`src/rtl/uart_bus_master_if.sv`:
```
// uart_bus_master_if
//
// Purpose: groups the UART-side byte handshake and the peripheral-bus
// initiator signals of the uart_bus_master debug bridge.
//
// Signals:
//   rx_data, rx_data_fresh       received byte and its single-cycle strobe
//   tx_data, tx_data_valid       byte to transmit and its single-cycle request
//   tx_data_ack                  single-cycle pulse, requested byte finished
//   rdaddress, rden, rdata       bus read port (rdata valid in the rden cycle)
//   wraddress, wdata, wrbyteena,
//   wren                         bus write port
//   busy                         bridge is not idle
//
// Modports:
//   master  the bridge itself
//   slave   the environment (UART core plus bus mux / peripherals)

interface uart_bus_master_if;
    logic [7:0]  rx_data;
    logic        rx_data_fresh;
    logic [7:0]  tx_data;
    logic        tx_data_valid;
    logic        tx_data_ack;
    logic [31:0] rdaddress;
    logic        rden;
    logic [31:0] rdata;
    logic [31:0] wraddress;
    logic [31:0] wdata;
    logic [3:0]  wrbyteena;
    logic        wren;
    logic        busy;

    modport master (
        input  rx_data, rx_data_fresh, tx_data_ack, rdata,
        output tx_data, tx_data_valid, rdaddress, rden,
               wraddress, wdata, wrbyteena, wren, busy
    );

    modport slave (
        output rx_data, rx_data_fresh, tx_data_ack, rdata,
        input  tx_data, tx_data_valid, rdaddress, rden,
               wraddress, wdata, wrbyteena, wren, busy
    );
endinterface

```
`src/rtl/uart_bus_master.sv`:
```
// uart_bus_master
//
// Purpose: UART debug bridge. Parses command frames from the UART receiver
// and issues single-word read/write transactions on the peripheral bus,
// then returns read data (4 bytes, LSB first) or a single ACK_BYTE through
// the UART transmitter.
//
// Frames:
//   read : 'R' (8'h52), addr[7:0], addr[15:8], addr[23:16], addr[31:24]
//   write: 'W' (8'h57), 4 address bytes LSB first, 4 data bytes LSB first
//
// Ports:
//   clk     block clock
//   resetn  asynchronous active-low reset
//   bus     uart_bus_master_if.master (UART byte handshake + bus initiator)
//
// Parameters:
//   ACK_BYTE        response byte after a completed write
//   TIMEOUT_CYCLES  inter-byte timeout in clk cycles (optional feature only)
//
// Optional feature: define UART_BUS_MASTER_TIMEOUT_EN to abandon a partial
// frame after TIMEOUT_CYCLES cycles without a new byte in ADDR or DATA.
// Without it a partial frame waits indefinitely.

module uart_bus_master #(
    parameter logic [7:0] ACK_BYTE       = 8'h4B,
    parameter int         TIMEOUT_CYCLES = 1000000
) (
    input logic               clk,
    input logic               resetn,
    uart_bus_master_if.master bus
);

    localparam logic [7:0] CMD_READ  = 8'h52;
    localparam logic [7:0] CMD_WRITE = 8'h57;

    if (TIMEOUT_CYCLES < 2) begin : g_bad_timeout
        $error("uart_bus_master: TIMEOUT_CYCLES must be at least 2");
    end

    typedef enum logic [2:0] {
        IDLE,
        ADDR,
        DATA,
        BUS_RD,
        BUS_WR,
        RESP
    } state_t;

    state_t      state, state_n;
    logic [1:0]  cnt, cnt_n;
    logic [31:0] addr, addr_n;
    logic [31:0] data, data_n;
    logic        is_wr, is_wr_n;
    // Set once the current response byte has been requested and we are
    // waiting for its ack; guarantees no second request before the ack.
    logic        tx_wait, tx_wait_n;

    logic        rden_c;
    logic        wren_c;
    logic        tx_valid_c;
    logic [7:0]  tx_data_c;
    logic        byte_done;

`ifdef UART_BUS_MASTER_TIMEOUT_EN
    localparam int TO_W = $clog2(TIMEOUT_CYCLES) + 1;
    localparam logic [TO_W-1:0] TO_LAST = TO_W'(TIMEOUT_CYCLES - 1);

    logic [TO_W-1:0] to_cnt;
    logic            timed_out;

    // Inter-byte timer: runs only while a frame is being collected and
    // restarts on every byte that arrives there.
    always_ff @(posedge clk or negedge resetn) begin
        if (!resetn) begin
            to_cnt <= '0;
        end else if ((state == ADDR) || (state == DATA)) begin
            if (bus.rx_data_fresh) begin
                to_cnt <= '0;
            end else begin
                to_cnt <= to_cnt + 1'b1;
            end
        end else begin
            to_cnt <= '0;
        end
    end

    assign timed_out = ((state == ADDR) || (state == DATA)) &&
                       !bus.rx_data_fresh && (to_cnt == TO_LAST);
`endif

    always_ff @(posedge clk or negedge resetn) begin
        if (!resetn) begin
            state   <= IDLE;
            cnt     <= 2'd0;
            addr    <= 32'd0;
            data    <= 32'd0;
            is_wr   <= 1'b0;
            tx_wait <= 1'b0;
        end else begin
            state   <= state_n;
            cnt     <= cnt_n;
            addr    <= addr_n;
            data    <= data_n;
            is_wr   <= is_wr_n;
            tx_wait <= tx_wait_n;
        end
    end

    always_comb begin
        state_n    = state;
        cnt_n      = cnt;
        addr_n     = addr;
        data_n     = data;
        is_wr_n    = is_wr;
        tx_wait_n  = tx_wait;
        rden_c     = 1'b0;
        wren_c     = 1'b0;
        tx_valid_c = 1'b0;
        tx_data_c  = 8'h00;
        byte_done  = 1'b0;

        case (state)
            IDLE: begin
                if (bus.rx_data_fresh &&
                    ((bus.rx_data == CMD_READ) || (bus.rx_data == CMD_WRITE))) begin
                    is_wr_n = (bus.rx_data == CMD_WRITE);
                    cnt_n   = 2'd0;
                    state_n = ADDR;
                end
            end

            ADDR: begin
                if (bus.rx_data_fresh) begin
                    addr_n[{cnt, 3'b000} +: 8] = bus.rx_data;
                    cnt_n = cnt + 2'd1;
                    if (cnt == 2'd3) begin
                        state_n = is_wr ? DATA : BUS_RD;
                    end
                end
            end

            DATA: begin
                if (bus.rx_data_fresh) begin
                    data_n[{cnt, 3'b000} +: 8] = bus.rx_data;
                    cnt_n = cnt + 2'd1;
                    if (cnt == 2'd3) begin
                        state_n = BUS_WR;
                    end
                end
            end

            BUS_RD: begin
                rden_c    = 1'b1;
                data_n    = bus.rdata;
                cnt_n     = 2'd0;
                tx_wait_n = 1'b0;
                state_n   = RESP;
            end

            BUS_WR: begin
                wren_c    = 1'b1;
                cnt_n     = 2'd0;
                tx_wait_n = 1'b0;
                state_n   = RESP;
            end

            RESP: begin
                tx_data_c = is_wr ? ACK_BYTE : data[{cnt, 3'b000} +: 8];
                // An ack in the same cycle as the request completes the byte.
                if (!tx_wait) begin
                    tx_valid_c = 1'b1;
                    if (bus.tx_data_ack) begin
                        byte_done = 1'b1;
                    end else begin
                        tx_wait_n = 1'b1;
                    end
                end else if (bus.tx_data_ack) begin
                    byte_done = 1'b1;
                    tx_wait_n = 1'b0;
                end

                if (byte_done) begin
                    if (is_wr || (cnt == 2'd3)) begin
                        cnt_n   = 2'd0;
                        state_n = IDLE;
                    end else begin
                        cnt_n = cnt + 2'd1;
                    end
                end
            end

            default: begin
                state_n = IDLE;
                cnt_n   = 2'd0;
            end
        endcase

`ifdef UART_BUS_MASTER_TIMEOUT_EN
        if (timed_out) begin
            state_n = IDLE;
            cnt_n   = 2'd0;
        end
`endif
    end

    // Outputs are decoded from state and cleared registers, so they all drop
    // to zero as soon as resetn is asserted.
    assign bus.rden          = rden_c;
    assign bus.wren          = wren_c;
    assign bus.rdaddress     = addr;
    assign bus.wraddress     = addr;
    assign bus.wdata         = data;
    assign bus.wrbyteena     = wren_c ? 4'hF : 4'h0;
    assign bus.tx_data       = tx_data_c;
    assign bus.tx_data_valid = tx_valid_c;
    assign bus.busy          = (state != IDLE);

endmodule

```
`src/flat_wrapper.sv`:
```
// flat-port wrapper written by rule: the top's interface ports become plain ports
module uart_bus_master_flat 
#(
    parameter logic [7:0] ACK_BYTE       = 8'h4B,
    parameter int         TIMEOUT_CYCLES = 1000000
)
  (clk, resetn, bus_rx_data, bus_rx_data_fresh, bus_tx_data_ack, bus_rdata, bus_tx_data, bus_tx_data_valid, bus_rdaddress, bus_rden, bus_wraddress, bus_wdata, bus_wrbyteena, bus_wren, bus_busy);
  uart_bus_master_if bus_i ();
  input logic clk;
  input logic resetn;
  input wire logic [$bits(bus_i.rx_data)-1:0] bus_rx_data;
  input wire logic [$bits(bus_i.rx_data_fresh)-1:0] bus_rx_data_fresh;
  input wire logic [$bits(bus_i.tx_data_ack)-1:0] bus_tx_data_ack;
  input wire logic [$bits(bus_i.rdata)-1:0] bus_rdata;
  output wire logic [$bits(bus_i.tx_data)-1:0] bus_tx_data;
  output wire logic [$bits(bus_i.tx_data_valid)-1:0] bus_tx_data_valid;
  output wire logic [$bits(bus_i.rdaddress)-1:0] bus_rdaddress;
  output wire logic [$bits(bus_i.rden)-1:0] bus_rden;
  output wire logic [$bits(bus_i.wraddress)-1:0] bus_wraddress;
  output wire logic [$bits(bus_i.wdata)-1:0] bus_wdata;
  output wire logic [$bits(bus_i.wrbyteena)-1:0] bus_wrbyteena;
  output wire logic [$bits(bus_i.wren)-1:0] bus_wren;
  output wire logic [$bits(bus_i.busy)-1:0] bus_busy;
  assign bus_i.rx_data = bus_rx_data;
  assign bus_i.rx_data_fresh = bus_rx_data_fresh;
  assign bus_i.tx_data_ack = bus_tx_data_ack;
  assign bus_i.rdata = bus_rdata;
  assign bus_tx_data = bus_i.tx_data;
  assign bus_tx_data_valid = bus_i.tx_data_valid;
  assign bus_rdaddress = bus_i.rdaddress;
  assign bus_rden = bus_i.rden;
  assign bus_wraddress = bus_i.wraddress;
  assign bus_wdata = bus_i.wdata;
  assign bus_wrbyteena = bus_i.wrbyteena;
  assign bus_wren = bus_i.wren;
  assign bus_busy = bus_i.busy;
  uart_bus_master #(.ACK_BYTE(ACK_BYTE), .TIMEOUT_CYCLES(TIMEOUT_CYCLES)) u_core (.clk(clk), .resetn(resetn), .bus(bus_i));
endmodule
```
`config.mk`:
```
export PLATFORM = sky130hd
export DESIGN_NAME = uart_bus_master_flat
export DESIGN_NICKNAME = d
export VERILOG_FILES = /design/src/rtl/uart_bus_master_if.sv /design/src/rtl/uart_bus_master.sv /design/src/flat_wrapper.sv
export SDC_FILE = /design/constraint.sdc
export NUM_CORES = 1
export LEC_CHECK = 0
export CAP_MARGIN = 20
export CORE_UTILIZATION = 45
export CTS_BUF_LIST = sky130_fd_sc_hd__clkbuf_8 sky130_fd_sc_hd__clkbuf_16
export DETAILED_ROUTE_END_ITERATION = 12
export PLACE_DENSITY_LB_ADDON = 0.3
export SLEW_MARGIN = 20
export SYNTH_ARGS = -nofsm -noshare
export SYNTH_HDL_FRONTEND = slang
export SYNTH_SLANG_ARGS = --single-unit
```
`constraint.sdc`:
```
create_clock -name clk -period 6.7 [get_ports clk]
set_input_delay 0.67 -clock clk [delete_from_list [all_inputs] [get_ports clk]]
set_output_delay 0.67 -clock clk [all_outputs]
set_load 0.1 [all_outputs]
```
==> results_dict.tcl, run 1 <==
set metrics [dict create \
    outcome "finished with violations" \
    violations "DRC" \
    via_per_inst 5.82 \
    synth-main-ff-cell "dfrtp_1" \
    io_buffer_count 155 \
    fin_crit_ns 4.15 \
    synthTopCellsByArea "dfrtp_1, buf_4, a221o_1, mux4_2, and2_1" \
    clkTransAtPathRegs_ns 0.07 \
    critPathKind "reg2out" \
    synthCells 403 \
    wl_per_cell_um 19.6 \
    drtIter0Drc 227 \
    syn_area_per_cell_um2 10.3 \
    drv_slew 0 \
    holdCritPathClass "in2async" \
    cp-startpoint "u_core.state[0]" \
    cpPeakStageDelay_ns 1.18 \
    ant_nets 0 \
    synth_area_um2 4140 \
    dp_hpwl_um 8000 \
    crit_family "buffers and inverters" \
    endpoint "bus_tx_data[4]" \
    yosys_warnings 0 \
    yosysSeqAreaShare_pct 42.9 \
    worstPathRequired_ns 6.03 \
    cts_sinks 71 \
    reg2reg_slack_ns 3.81 \
    vias 3521 \
    postCtsSetupRepairBufs 0 \
    die_x_um 98.0 \
    io_pins 156 \
    path_buf_inv 1 \
    fin_tns_setup_ns 0 \
    grt_pass1_vias 3515 \
    synth-seq-cells 71 \
    synth_top_area_share_pct 42.9 \
    crit_path_cell_trace "nand3b_1 -> nor3b_1 -> clkdlybuf4s50_1" \
    gr-total-overflow 0 \
    cp-start-kind "flop" \
    cp_num_cells 3 \
    place_congestion 0.908 \
    worstSetupEndpointType "output port" \
    fin_nets 541 \
    max_cap_viol_count 0 \
    critPathArrivalTime_ns 3.48 \
    final_core_util_pct 63.4 \
    layout_common_cells "clkdlybuf4s50_1, dfrtp_1, inv_1" \
    fin_cells 605 \
    r2r_cells 5 \
    clock_latency_ns 0.35 \
    post-place-ws_ns 2.95 \
    dieArea_um2 9600 \
    tightest_slew_ns 1.10 \
    synth-edff-count 0 \
    cts_tree "done" \
    areaGrowthSynthToFinish_pct 34.7 \
    fin_skew_ns 0.00943 \
    synth_nets 451 \
    grt_max_degree 72 \
    initial_utilization_pct 47.1 \
    die_h_um 98.0 \
    r2r-start "u_core.cnt[0]" \
    num_rows 34 \
    core_area_um2 8810 \
    crit_fanout 29 \
    r2r-end "u_core.bus.wdata[31]" \
    synth_area_leader_cell "dfrtp_1" \
    diodes 0 \
    hold_viol 0 \
    grt_first_pass_wirelength_um 18800 \
    rsz0062_at_grt "false" \
    first_pass_iters 9 \
    wl_um 11900 \
    dp_cells 590 \
    setup_ws_ns 2.55 \
    relSlewSlack_pct 26.4 \
    cts_resized 0 \
    final_common_cell "clkdlybuf4s50_1" \
    cts_root_buf "clkbuf_8" \
    fmax_mhz 241 \
    drive_above_1_share_pct 7.44 \
    cp_slowest_cell "clkdlybuf4s50_1" \
    fin_crit_sh_pct 61.9 \
    cts_buffers 9 \
    grt_usage_pct 25.4 \
    async_flop_share_pct 100 \
    cts_buffer_depth 2 \
    remaining_drc_errors 14 \
    hold_buffers 0 \
    htreeDepth 3 \
    antenna_found_initial 0 \
    synth.distinct_cells 54 \
    setup_viol 0 \
]
## worst min path at each step
stage | start | endpoint | slack, ns | depth (start not counted)
after floorplan | resetn | u_core.bus.rdaddress[0] | 0.37 | 0
after global placement | u_core.bus.rdaddress[7] | u_core.bus.rdaddress[7] | 0.51 | 1
after detailed placement | u_core.bus.rdaddress[3] | u_core.bus.rdaddress[3] | 0.53 | 1
after CTS | u_core.bus.rdaddress[3] | u_core.bus.rdaddress[3] | 0.54 | 1
after global routing | u_core.bus.wdata[25] | u_core.bus.wdata[25] | 0.57 | 1
final | resetn | u_core.bus.rdaddress[12] | 0.52 | 2
## Yosys cell counts, drive strengths merged (2+ instances only)
master,count
dlygate4sd1,2
and3b,2
nand2,5
a21oi,7
nand4b,2
o21ai,35
nand4,24
nor3b,9
dfrtp,71
a221o,24
o31ai,11
nor2,12
and3,3
clkbuf,14
nand2b,2
xor2,2
inv,29
a31oi,9
and2,28
buf,61
a22o,8
and4b,8
or2,4
mux4,8
nand3b,3
and4bb,2
ha,4
## worst reg2reg max path, stage by stage (launching register included)
cell	delay, ns
dfrtp_1	0.94
inv_1	0.16
ha_1	0.43
nor3b_4	0.41
nor4b_4	0.62
a221o_1	0.26
## area by class of cell
cell class,instances,area (um^2)
Fill cell,710,3220
Sequential cell,71,1780
Multi-Input combinational cell,226,1750
Timing Repair Buffer,156,1550
Tap cell,108,135
Clock inverter,6,134
Clock buffer,9,124
Inverter,29,109
## registers in the layout, indices dropped and copies added, names as in the netlist
register / flops
u_core.cnt: 2
u_core.tx_wait: 1
u_core.is_wr: 1
u_core.state: 3
u_core.bus.wdata: 32
u_core.bus.rdaddress: 32
## metal layers
metal | vias to the layer above | share of wire, % | GRT usage (%)
li1 | 1608 | - | -
met1 | 1713 | 43 | 33.9
met2 | 181 | 47 | 40.5
met3 | 19 | 7.6 | 5.01
met4 | 0 | 1.5 | 10.0
met5 | - | 0 | 0
## metrics by stage
step	hold WS [ns]	area [um^2]
final	0.525	5580
after detailed placement	0.525	5320
after CTS	0.542	5580
after floorplan	0.374	4140
after global routing	0.568	5580
after global placement	0.510	5320
## kinds of logic (layout without fill, tap and decap cells)
logic type / Yosys count / in the layout / synth area share [%]
muxes: 9 / 9 / 4.59
and+or+nand+nor: 111 / 111 / 18.8
adders and majority gates: 4 / 4 / 1.21
buffers and inverters: 106 / 200 / 14.9
DFF: 71 / 71 / 42.9
xor gates and xnor gates: 2 / 2 / 0.423
AOI/OAI and AO/OA: 100 / 100 / 17.2
Power of run 1 is left out: the tool's default activity adds up to more than one toggle a clock period on the data nets, which glitch-free logic cannot reach.
==> run 2, diff against run 1 <==
==> constraint.sdc (replaced) <==
create_clock -name clk -period 4.31 [get_ports clk]
set_input_delay 0.431 -clock clk [delete_from_list [all_inputs] [get_ports clk]]
set_output_delay 0.431 -clock clk [all_outputs]
set_load 0.1 [all_outputs]
==> run 2 against run 1 <==
Effect of this change: the run still ends with DRC left; first-iteration DRC count is 34% higher; final area is 1.2% lower; sequential cell count stayed put; cell count is 0.33% higher; highest routed layer unchanged; register-to-register slack worse by 2.3 ns; critical path depth stayed put; sequential share of layout area is 0.38 points higher; largest cell class unchanged; via count is 1.8% higher; worst setup slack worse by 1.7 ns; non-clock buffer count is 1 higher; core utilization is 0.74 points lower; clock-buffer cell count is 1 higher.
==> results_dict.tcl, run 2 (synthesized netlist as in run 1, its figures left out) <==
set metrics [dict create \
    outcome "finished with violations" \
    violations "DRC" \
    worstPathRequired_ns 3.88 \
    initial_utilization_pct 47.1 \
    gr-total-overflow 0 \
    cp-startpoint "u_core.state[1]" \
    io_buffer_count 155 \
    rsz0062_at_grt "false" \
    cts_tree "done" \
    clkTransAtPathRegs_ns 0.08 \
    fin_tns_setup_ns 0 \
    cpPeakStageDelay_ns 1.20 \
    critPathArrivalTime_ns 2.99 \
    num_rows 34 \
    layout_common_cells "clkdlybuf4s50_1, dfrtp_1, inv_1" \
    relSlewSlack_pct 33.0 \
    fill_cells 729 \
    endpoint "bus_rden" \
    cts_buffers 9 \
    setup_viol 0 \
    fin_nets 542 \
    dp_cells 591 \
    fin_crit_ns 3.42 \
    worstSetupEndpointType "output port" \
    cts_buffer_depth 2 \
    final_common_cell "clkdlybuf4s50_1" \
    fin_skew_ns 0.00668 \
    hold_viol 0 \
    grt_max_degree 47 \
    r2r_cells 5 \
    crit_path_cell_trace "nand3b_2 -> inv_2 -> clkdlybuf4s50_1" \
    place_congestion 0.923 \
    tightest_slew_ns 1.01 \
    clock_latency_ns 0.36 \
    htreeDepth 3 \
    fin_crit_sh_pct 79.4 \
    hold_buffers 0 \
    drtIter0Drc 304 \
    max_cap_viol_count 0 \
    cts_resized 0 \
    cts_sinks 71 \
    fmax_mhz 292 \
    die_h_um 98.0 \
    core_area_um2 8810 \
    areaGrowthSynthToFinish_pct 33.1 \
    grt_pass1_vias 3359 \
    wl_per_cell_um 19.2 \
    vias 3585 \
    first_pass_iters 9 \
    dp_hpwl_um 8000 \
    critPathKind "reg2out" \
    holdCritPathClass "in2async" \
    r2r-start "u_core.cnt[0]" \
    wl_um 11600 \
    multi_input_area_um2 1750 \
    seq_area_um2 1780 \
    via_per_inst 5.91 \
    ant_nets 0 \
    crit_fanout 25 \
    cp-start-kind "flop" \
    grt_first_pass_wirelength_um 18600 \
    dieArea_um2 9600 \
    r2r-end "u_core.bus.wdata[22]" \
    remaining_drc_errors 15 \
    die_x_um 98.0 \
    grt_usage_pct 25.1 \
    drv_slew 0 \
    cp_slowest_cell "clkdlybuf4s50_1" \
    diodes 0 \
    antenna_found_initial 0 \
    cts_root_buf "clkbuf_8" \
    drive_above_1_share_pct 9.62 \
    io_pins 156 \
    reg2reg_slack_ns 1.47 \
    fin_cells 607 \
    postCtsSetupRepairBufs 0 \
]
run 2: cell type report:
cell class,count,area share [%]
flip-flops and latches,71,32.2
multi-input cells,226,31.7
repair buffers,157,27.9
clock buffers,10,2.49
well taps,108,2.45
inverters,29,1.97
clock inverters,6,1.22
run 2: stage by stage:
stage | worst slack [ns] | hold slack (ns) | utilization (%) | cell area [um^2]
floorplan | 0.377 | 0.135 | - | 4140
global placement | 1.40 | 0.513 | 60.3 | 5310
detailed placement | 1.30 | 0.525 | 60.3 | 5310
CTS | 0.909 | 0.274 | 62.6 | 5510
global route | 0.734 | 0.116 | 62.6 | 5520
finish | 0.886 | 0.0667 | 62.6 | 5520
run 2: layer usage:
layer / global-route usage [%] / routed length, um / share of wire (%) / vias up
met2: 38.1 / 5410 / 46 / 213
met5: 0 / 0 / 0 / -
met1: 36.3 / 5100 / 44 / 1742
met3: 4.94 / 982 / 8.4 / 18
li1: - / - / - / 1612
met4: 8.04 / 147 / 1.3 / 0
run 2: worst min path at each step:
stage	end	slack, ns	cells after the start
CTS	u_core.bus.rdaddress[12]	0.27	1
finish	u_core.bus.rdaddress[12]	0.07	1
detailed placement	u_core.bus.wdata[25]	0.53	1
global route	u_core.bus.rdaddress[30]	0.12	1
floorplan	u_core.bus.rdaddress[0]	0.14	0
global placement	u_core.bus.rdaddress[7]	0.51	1
run 2: worst max-delay path: cells and delay by family (launching register included):
family	cells	cell delay (ns)
buffers and inverters	2	1.55
flip-flops	1	0.77
AND/OR/NAND/NOR	1	0.32
Power of run 2 is left out for the same reason.
